File: config.mk
export PLATFORM = sky130hd
export DESIGN_NAME = counter_sched
export DESIGN_NICKNAME = d
export VERILOG_FILES = /design/src/rtl/counter_sched.sv
export SDC_FILE = /design/constraint.sdc
export NUM_CORES = 1
export LEC_CHECK = 0
export CORE_MARGIN = 8
export CORE_UTILIZATION = 25
export CTS_BUF_LIST = sky130_fd_sc_hd__clkbuf_4 sky130_fd_sc_hd__clkbuf_8
export CTS_CLUSTER_DIAMETER = 200
export DETAILED_ROUTE_END_ITERATION = 8
export DONT_BUFFER_PORTS = 1
export PLACE_DENSITY = 0.42
export RECOVER_POWER = 50
export SLEW_MARGIN = 20
export SYNTH_ARGS = -nofsm -noshare
export SYNTH_HDL_FRONTEND = slang
export SYNTH_SLANG_ARGS = --single-unit
File: constraint.sdc
create_clock -name clk -period 2.2 [get_ports clk]
set_input_delay 0.44 -clock clk [delete_from_list [all_inputs] [get_ports clk]]
set_output_delay 0.44 -clock clk [all_outputs]
set_load 0.03 [all_outputs]
File: src/rtl/counter_sched.sv
// counter_sched: round-robin scheduler granting a shared loadable counter to two requesters
module counter_sched #(
    parameter int W = 12
) (
    input  logic         clk,
    input  logic         reset,
    input  logic         req0,
    input  logic         req1,
    input  logic [W-1:0] start0,
    input  logic [W-1:0] start1,
    input  logic [W-1:0] stop0,
    input  logic [W-1:0] stop1,
    input  logic [W-1:0] cnt_c,
    output logic         cnt_load,
    output logic         cnt_en,
    output logic [W-1:0] cnt_b,
    output logic         gnt0,
    output logic         gnt1,
    output logic         done0,
    output logic         done1,
    output logic         busy
);
    typedef enum logic [1:0] {IDLE, LOAD, RUN, DONE} state_t;

    state_t       state;
    logic         owner;
    logic         rr;
    logic [W-1:0] st_q;
    logic [W-1:0] sp_q;
    logic         win;
    logic         own_req;

    // on a tie the requester not served last wins; a lone request always wins
    assign win     = (req0 & req1) ? ~rr : req1;
    assign own_req = owner ? req1 : req0;

    // run sequencing: grant, load, count to stop, report; owner dropping req aborts
    always_ff @(posedge clk or negedge reset) begin
        if (!reset) begin
            state <= IDLE;
            owner <= 1'b0;
            rr    <= 1'b1;
            st_q  <= '0;
            sp_q  <= '0;
        end else begin
            case (state)
                IDLE: if (req0 | req1) begin
                    owner <= win;
                    st_q  <= win ? start1 : start0;
                    sp_q  <= win ? stop1 : stop0;
                    state <= LOAD;
                end
                LOAD: if (!own_req) begin
                    rr    <= owner;
                    state <= IDLE;
                end else begin
                    state <= RUN;
                end
                RUN: if (!own_req) begin
                    rr    <= owner;
                    state <= IDLE;
                end else if (cnt_c == sp_q) begin
                    state <= DONE;
                end
                DONE: begin
                    rr    <= owner;
                    state <= IDLE;
                end
                default: state <= IDLE;
            endcase
        end
    end

    // outputs decode from state so reset clears them without waiting for clk
    always_comb begin
        busy     = (state != IDLE);
        gnt0     = busy & ~owner;
        gnt1     = busy & owner;
        done0    = (state == DONE) & ~owner;
        done1    = (state == DONE) & owner;
        cnt_load = (state == LOAD);
        cnt_b    = cnt_load ? st_q : '0;
        cnt_en   = (state == RUN) && (cnt_c != sp_q);
    end
endmodule

==> flow_metrics.py, run 1 <==
metrics = {
    "status": {
        "outcome": "completed",
    },
    "global_routing": {
        "grt_pass1_wl_um": 7420,
        "grt_pass1_vias": 1425,
        "grt_max_degree": 31,
        "gr-usage-all-layers": 0.0957,
        "overflow": 0,
        "antenna_found_initial": 0,
    },
    "power": {
        "p_int_uw": 1530,
        "power_switching_share": 0.462,
        "power_frac_comb": 0.559,
        "switchingPower_uw": 1310,
        "seqPwrFrac": 0.329,
        "ir_drop_mv": 0.302,
        "power_density_mw_per_mm2": 1470,
        "p_clk_frac": 0.112,
        "leakage_uw": 0.000865,
    },
    "critical_path": {
        "cp-start-kind": "flip-flop",
        "crit_type": "reg -> out",
        "crit_start": "state[1]",
        "crit_required_ps": 1760,
        "worstReg2RegStart": "rr",
        "end_kind": "output pin",
        "arrival_ps": 1640,
        "crit_fanout": 13,
    },
    "sta": {
        "fin_skew_ps": 6.30,
        "setup_slack_ps": 124,
        "rsz0062_at_grt": "no",
        "finalCriticalPeriod_ps": 2080,
        "setup_viol": 0,
        "finalMaxSlewViolations": 0,
        "tightest_slew_ps": 926,
        "relSlewSlack": 0.382,
        "finalCritPeriodShare": 0.944,
        "hold_viol": 0,
        "tns_ps": 0,
        "fmax_mhz": 482,
    },
    "synthesis": {
        "ys_ff_latch": 28,
        "postSynthNetCount": 242,
        "synth_top_family_by_area": "simple AND/OR/NAND/NOR gates",
        "yosysSeqAreaShare": 0.417,
        "ys_types": 32,
        "synthCells": 174,
        "synthXorXnorAreaFrac": 0.0625,
        "yosys_warnings": 0,
        "synth_fa_ha_area_frac": 0.0298,
        "syn_avg_cell_area_um2": 9.66,
        "synth-simple-area-share": 0.177,
        "synth_compound_gate_area_share": 0.118,
        "muxShareOfSynthArea": 0.151,
        "syn_area_mm2": 0.00168,
    },
    "clock_tree": {
        "cts_inserted_buffers": 3,
        "clockBufferDepth": 2,
        "clk_pin_slew_ps": 100,
        "clk_latency_ps": 280,
        "cts_root_buffer": "clkbuf_8",
        "cts.sinks": 28,
        "h-tree-depth": 1,
        "tritoncts": "built",
    },
    "drt": {
        "postRouteWirelength_um": 4430,
        "drtIter0Drc": 16,
        "antenna_left": 0,
        "first_pass_iters": 4,
        "post_drt_wl_per_cell_um": 16.8,
        "drc": 0,
        "dr_total_vias": 1236,
        "viasPerCell": 4.70,
    },
    "layout": {
        "nets": 252,
        "antennaDiodeCount": 0,
        "drive_gt1_frac": 0.120,
        "area_growth_pct": 15.0,
        "fin_util": 0.291,
    },
    "floorplanning": {
        "start_util": 0.253,
        "die_w_um": 98.0,
        "fp.dieH_um": 98.0,
        "core_area_mm2": 0.00664,
        "rows": 30,
        "die_area_mm2": 0.00961,
        "pin_count": 83,
    },
    "min_path": {
        "hold_path.class": "in -> reg",
        "hp-start": "stop0[3]",
    },
    "placed_design": {
        "globalplace.congestion": 0.720,
        "pre_cts_ws_ps": 267,
        "hpwlAfterDp_um": 3410,
        "port_buffers": 0,
    },
    "job": {
        "drv_cap": 0,
    },
}
critical path, stage by stage, from the launching register on:
cell     delay [ps]
dfrtp_1         430
inv_1           140
ha_1            190
buf_4           240
and2_1          350
flip-flops by register name, summed over array words and instances, names as in the netlist:
register / flops
owner: 1
state: 2
st_q: 12
rr: 1
sp_q: 12
synthesized netlist by cell type:
cell      instances  area share
mux2i_2           1      0.0082
a31oi_1           1      0.0037
dfstp_2           1       0.016
dfrtp_1          27        0.40
a22o_1            1      0.0052
buf_2             3      0.0089
a21oi_1           1      0.0030
o21ai_1          17       0.051
mux2i_1          24        0.14
a21oi_4           1      0.0097
o311ai_1          1      0.0052
nor3_1            2      0.0060
inv_1             4      0.0089
o21ai_0           8       0.024
nand2_1          25       0.056
nor4_2            2       0.015
ha_1              4       0.030
xor2_1           12       0.062
nand2b_1          2      0.0074
o22ai_1           2      0.0074
nor2b_1           3       0.011
nor2_1            3      0.0067
clkbuf_1          4      0.0089
a211oi_1          2      0.0089
or4_1             1      0.0045
and2_1           14       0.052
or3_1             1      0.0037
nand3_1           2      0.0060
and4_1            1      0.0052
nor4_1            1      0.0037
buf_6             2       0.013
buf_4             1      0.0045
placed cells by master (no fill, tap or decap), types with 2 or more instances in the layout:
cell type and count:
o22ai_1 2, nor4_2 2, a21oi_1 2, dfrtp_1 27, clkbuf_8 3, nor2b_1 3
nand3_1 2, clkbuf_1 2, xor2_1 12, buf_4 8, o21ai_1 13, nand2b_1 2
o21ai_0 11, ha_1 4, mux2i_1 24, and2_1 13, nand2_1 25, a211oi_1 2
nor3_1 2, inv_1 4, nor2_1 3
power by group through the flow:
stage	Sequential, uW	Combinational [uW]	Clock (uW)
after detailed placement	961	1580	0
after global placement	955	1490	0
final	935	1590	317
after CTS	947	1620	334
after floorplan	903	1180	0
after global routing	970	1800	360
what timing repair did:
| item | in CTS | in global routing |
|---|---|---|
| setup endpoints to repair | 1 | 1 |
| cloned | 0 | 0 |
| hold buffers | 2 | 0 |
| buffers inserted | 0 | 1 |
| gates resized for setup | 1 | 3 |
| pin swaps | 0 | 2 |
| hold endpoints to repair | 28 | 0 |
worst paths after layout:
| kind | endpoint | slack (ps) | cells after the start |
|---|---|---|---|
| worst min-delay path | sp_q[3] | 340 | 2 |
| min in group asynchronous | st_q[11] | 770 | 2 |
| max in group asynchronous | sp_q[5] | 940 | 2 |
| worst max register to register | sp_q[8] | 320 | 4 |
| worst max-delay path | cnt_b[10] | 120 | 4 |
| worst min register to register | st_q[8] | 480 | 2 |
routing by layer:
layer	routed length, um	vias up	GRT usage
met5	0	-	0
met4	15	0	0.0216
met3	311	2	0.0334
met2	2080	46	0.153
met1	2020	574	0.120
li1	-	614	-
stage by stage:
stage	std cells	power, uW	instance area [um2]	hold slack [ps]
3_5_place_dp	256	2550	1860	146
4_1_cts	262	2900	1950	332
2_1_floorplan	174	2090	1680	144
5_1_grt	263	3130	1930	339
6_report	263	2840	1930	343
3_3_place_gp	254	2440	1820	146
cells by family after synthesis:
family,count (synthesis)
compound gates,34
mux,25
simple gates,57
buf+inv,14
xor+xnor,12
fa+ha+maj,4
flops,28
cell type report:
class	instances	area, um2
Clock buffer	4	48.8
Fill cell	727	4710
Inverter	4	15.0
Multi-Input combinational cell	132	922
Sequential cell	28	702
Tap cell	80	100
Timing Repair Buffer	15	145
No activity file was read; power rests on OpenSTA's default activity.
==> run 2, diff against run 1 <==
--- a/config.mk
+++ b/config.mk
@@ -5,7 +5,7 @@
 export SDC_FILE = /design/constraint.sdc
 export NUM_CORES = 1
 export LEC_CHECK = 0
-export CORE_MARGIN = 8
+export CORE_MARGIN = 5
 export CORE_UTILIZATION = 25
 export CTS_BUF_LIST = sky130_fd_sc_hd__clkbuf_4 sky130_fd_sc_hd__clkbuf_8
 export CTS_CLUSTER_DIAMETER = 200
==> flow_metrics.py, run 2 (synthesized netlist as in run 1, its figures left out) <==
metrics = {
    "status": {
        "outcome": "completed",
    },
    "floorplanning": {
        "die_w_um": 92.0,
        "fp.dieH_um": 92.0,
        "core_area_mm2": 0.00646,
        "pin_count": 83,
        "start_util": 0.260,
        "rows": 29,
        "die_area_mm2": 0.00847,
    },
    "clock_tree": {
        "h-tree-depth": 1,
        "tritoncts": "built",
        "cts_root_buffer": "clkbuf_8",
        "clockBufferDepth": 2,
        "cts_inserted_buffers": 3,
        "clk_pin_slew_ps": 100,
        "clk_latency_ps": 280,
        "cts.sinks": 28,
    },
    "power": {
        "ir_drop_mv": 0.387,
        "leakage_uw": 0.000844,
        "power_density_mw_per_mm2": 1480,
        "p_total_uw": 2800,
    },
    "layout": {
        "postLayoutCellArea_mm2": 0.00189,
        "fillers": 702,
        "reg_top3": "sp_q x12, st_q x12, state x2",
        "final_common_cell": "dfrtp_1",
        "antennaDiodeCount": 0,
        "area_growth_pct": 12.5,
        "final_cells": 254,
        "final_cell_mix": "dfrtp_1, nand2_1, mux2i_1",
        "nets": 246,
        "drive_gt1_frac": 0.119,
    },
    "critical_path": {
        "cp-start-kind": "flip-flop",
        "crit_type": "reg -> out",
        "end_kind": "output pin",
        "crit_fanout": 2,
        "crit_required_ps": 1760,
        "rrSetupSlack_ps": 400,
        "arrival_ps": 1630,
    },
    "sta": {
        "fin_hold_ws_ps": 340,
        "finalCritPeriodShare": 0.941,
        "hold_viol": 0,
        "setup_viol": 0,
        "finalMaxSlewViolations": 0,
        "tightest_slew_ps": 710,
        "fmax_mhz": 483,
        "fin_skew_ps": 8.82,
        "relSlewSlack": 0.526,
        "finalCriticalPeriod_ps": 2070,
    },
    "job": {
        "drv_cap": 0,
    },
    "global_routing": {
        "grt_max_degree": 50,
        "overflow": 0,
        "antenna_found_initial": 0,
        "grt_pass1_wl_um": 6600,
        "gr-usage-all-layers": 0.0980,
        "grt_pass1_vias": 1270,
    },
    "drt": {
        "viasPerCell": 4.66,
        "first_pass_iters": 4,
        "post_drt_wl_per_cell_um": 16.2,
        "drc": 0,
        "antenna_left": 0,
        "dr_total_vias": 1184,
        "drtIter0Drc": 30,
        "postRouteWirelength_um": 4130,
    },
    "placed_design": {
        "placed_cells": 246,
        "globalplace.congestion": 0.639,
        "port_buffers": 0,
        "placed_cell_area_mm2": 0.00177,
        "hpwlAfterDp_um": 3230,
    },
    "min_path": {
        "hold_path.class": "in -> reg",
    },
}
run 2: cell count changes in the layout (fill, tap and decap cells not counted), sizes merged:
cell	delta
buf	-4
bufinv	+1
clkbuf	-3
run 2: layout make-up:
type	instances	area, um2	share of cell area
clock buffer	3	41.3	0.0218
clock inverter	1	30.0	0.0159
inverter	4	15.0	0.00794
multi-input combinational	132	920	0.486
sequential	28	702	0.371
tap	77	96.3	0.0509
timing repair buffer	9	87.6	0.0463
run 2: timing repair:
item,CTS,global route
buffers inserted,0,1
hold buffers,2,0
resized for setup,1,3
hold endpoints to repair,28,0
endpoints found under the setup margin,1,13
pin swaps,0,2
run 2: worst max-delay path, stage by stage, from the launching register on:
cell and delay (ps):
dfrtp_1 400, xor2_1 170, nor4_2 390, nand3_1 170, and2_4 230
run 2: worst paths after layout:
path,startpoint,to,cells past startpoint
min in group asynchronous,reset,st_q[7],2
hold / removal,start0[2],st_q[2],2
setup reg to reg,state[1],sp_q[10],6
max in group asynchronous,reset,sp_q[11],2
setup / recovery,sp_q[1],cnt_en,4
hold reg to reg,st_q[9],st_q[9],2
run 2: per-layer routing:
layer  vias to the layer above  global-route usage  part of all wire  wire length (um)
met4                         0              0.0334            0.0065                27
met5                         -                   0                 0                 0
met1                       535               0.121              0.41              1710
met3                         2              0.0229             0.073               302
met2                        44               0.168              0.51              2090
li1                        603                   -                 -                 -
run 2: through the flow:
stage	setup TNS (ps)	util	setup WS (ps)
after floorplan	0	-	326
after global placement	0	0.274	295
after detailed placement	0	0.274	231
after CTS	0	0.290	0.199
after global routing	-4.22	0.293	-4.22
final	0	0.293	129
run 2: report_power, final:
part	internal [uW]	switching (uW)	leakage (uW)	total (uW)
Sequential	776	177	0.000343	953
Clock	244	168	0.0000357	411
Combinational	512	925	0.000466	1440
==> RTL change (settings of run 1) <==
Re-encode `state_t` (4 states) as Gray code, 2 bits wide.
--- a/src/rtl/counter_sched.sv
+++ b/src/rtl/counter_sched.sv
@@ -20,7 +20,7 @@
     output logic         done1,
     output logic         busy
 );
-    typedef enum logic [1:0] {IDLE, LOAD, RUN, DONE} state_t;
+    typedef enum logic [1:0] {IDLE = 2'b00, LOAD = 2'b01, RUN = 2'b11, DONE = 2'b10} state_t;
 
     state_t       state;
     logic         owner;
Function: same outputs for any inputs over 10 cycles, from zero or initial values and one cycle with reset low; not proved beyond that.
==> RTL change against run 1 <==
Sequential cell count is the same. Cell area shrank 5.1%. Sequential share of layout area grew 2.0 points. Hold slack gained 0.018 ns. Synthesized area shrank 5.1%. Total power shrank 4.9%. Routed wire length shrank 7.2%. Core utilization grew 0.12 points. Via count shrank 4.1%. Worst setup slack gained 0.065 ns. Critical path type unchanged. Largest cell class unchanged.
==> RTL change: results (changes against run 1) <==
metric;value;unit;change
synth_common_cells;nor2_1, dfrtp_1, mux2i_1, a21oi_1;;
cp_max_fo;2;;-11
gp_congestion;0.6999;;-2.8%
min_from;req0;;
dp_slack;0.3271;ns;+0.05985 ns
p_leak;0.7785;nW;-10%
crit_start;sp_q[4]$_DFFE_PN0P_;;
drive_above_1_share;0.1829;;+0.06264
cpLargestDelayFamily;simple AND/OR/NAND/NOR gates;;
synth_cell_types;27;;-16%
worst-endpoint-arrival;1.57;ns;-0.07 ns
worstMarginPinSlew;1.247;ns;+0.3212 ns
synth_nets;227;;-6.2%
dp_hpwl;3230;µm;-5.4%
hold_path_end;state[1]$_DFFE_PN0P_;;
n_fill_cell;680;;-6.5%
wl_met2;2290;µm;+10%
met1_length;1575;µm;-22%
clock_skew;0.006044;ns;-0.0002587 ns
drt_iter0_drc;19;;+3
vias_per_cell;4.702;;about the same
grt_usage;0.09143;;-0.004288
rr_endpoint;st_q[7]$_DFFE_PN0P_;;
outcome;finished, final reports clean;;
nets;240;;-4.8%
synth_area_leaders;dfrtp_1, mux2i_1, nor2_1;;
==> RTL change: timing repair <==
item / CTS / global route
gates resized for setup: 0 / 3
endpoints found under the setup margin: 0 / 1
hold buffers: 2 / 0
hold endpoints to repair: 28 / 0
setup buffers: 0 / 0
==> RTL change: per-stage QoR <==
step                hold slack, ns    util  cells  power [mW]
finish                      0.3608  0.2922    252       2.699
detailed placement          0.1452  0.2793    246       2.412
global route                0.3701  0.2922    252       2.927
CTS                         0.3579  0.2928    252       2.757
global placement            0.1453  0.2793    246       2.378
floorplan                   0.1444       -    163       2.025
==> RTL change: cell families (layout without fill, tap and decap cells) <==
| family | after synthesis | after routing | share of synthesized area |
|---|---|---|---|
| DFF | 28 | 28 | 0.4400 |
| AOI/OAI and AO/OA | 33 | 33 | 0.1302 |
| xor gates and xnor gates | 12 | 12 | 0.06588 |
| buffers and inverters | 12 | 24 | 0.04785 |
| and+or+nand+nor | 53 | 53 | 0.1592 |
| muxes | 25 | 25 | 0.1569 |
==> RTL change: metal layers <==
metal | vias up | global-route usage
met5 | - | 0
met4 | 0 | 0.04353
met3 | 2 | 0.02184
met2 | 27 | 0.1606
met1 | 575 | 0.1017
li1 | 581 | -
==> RTL change: cell type report <==
| type | count | share of cell area |
|---|---|---|
| multi-input combinational | 123 | 0.4550 |
| sequential | 28 | 0.3827 |
| clock buffer | 4 | 0.03001 |
| inverter | 3 | 0.006139 |
| tap | 77 | 0.05252 |
| timing repair buffer | 17 | 0.07367 |
==> RTL change: power by group <==
group          internal (mW)  switching (mW)  total [mW]
Combinational          0.533           0.898        1.43
Sequential             0.768           0.180       0.948
Clock                  0.160           0.160       0.320
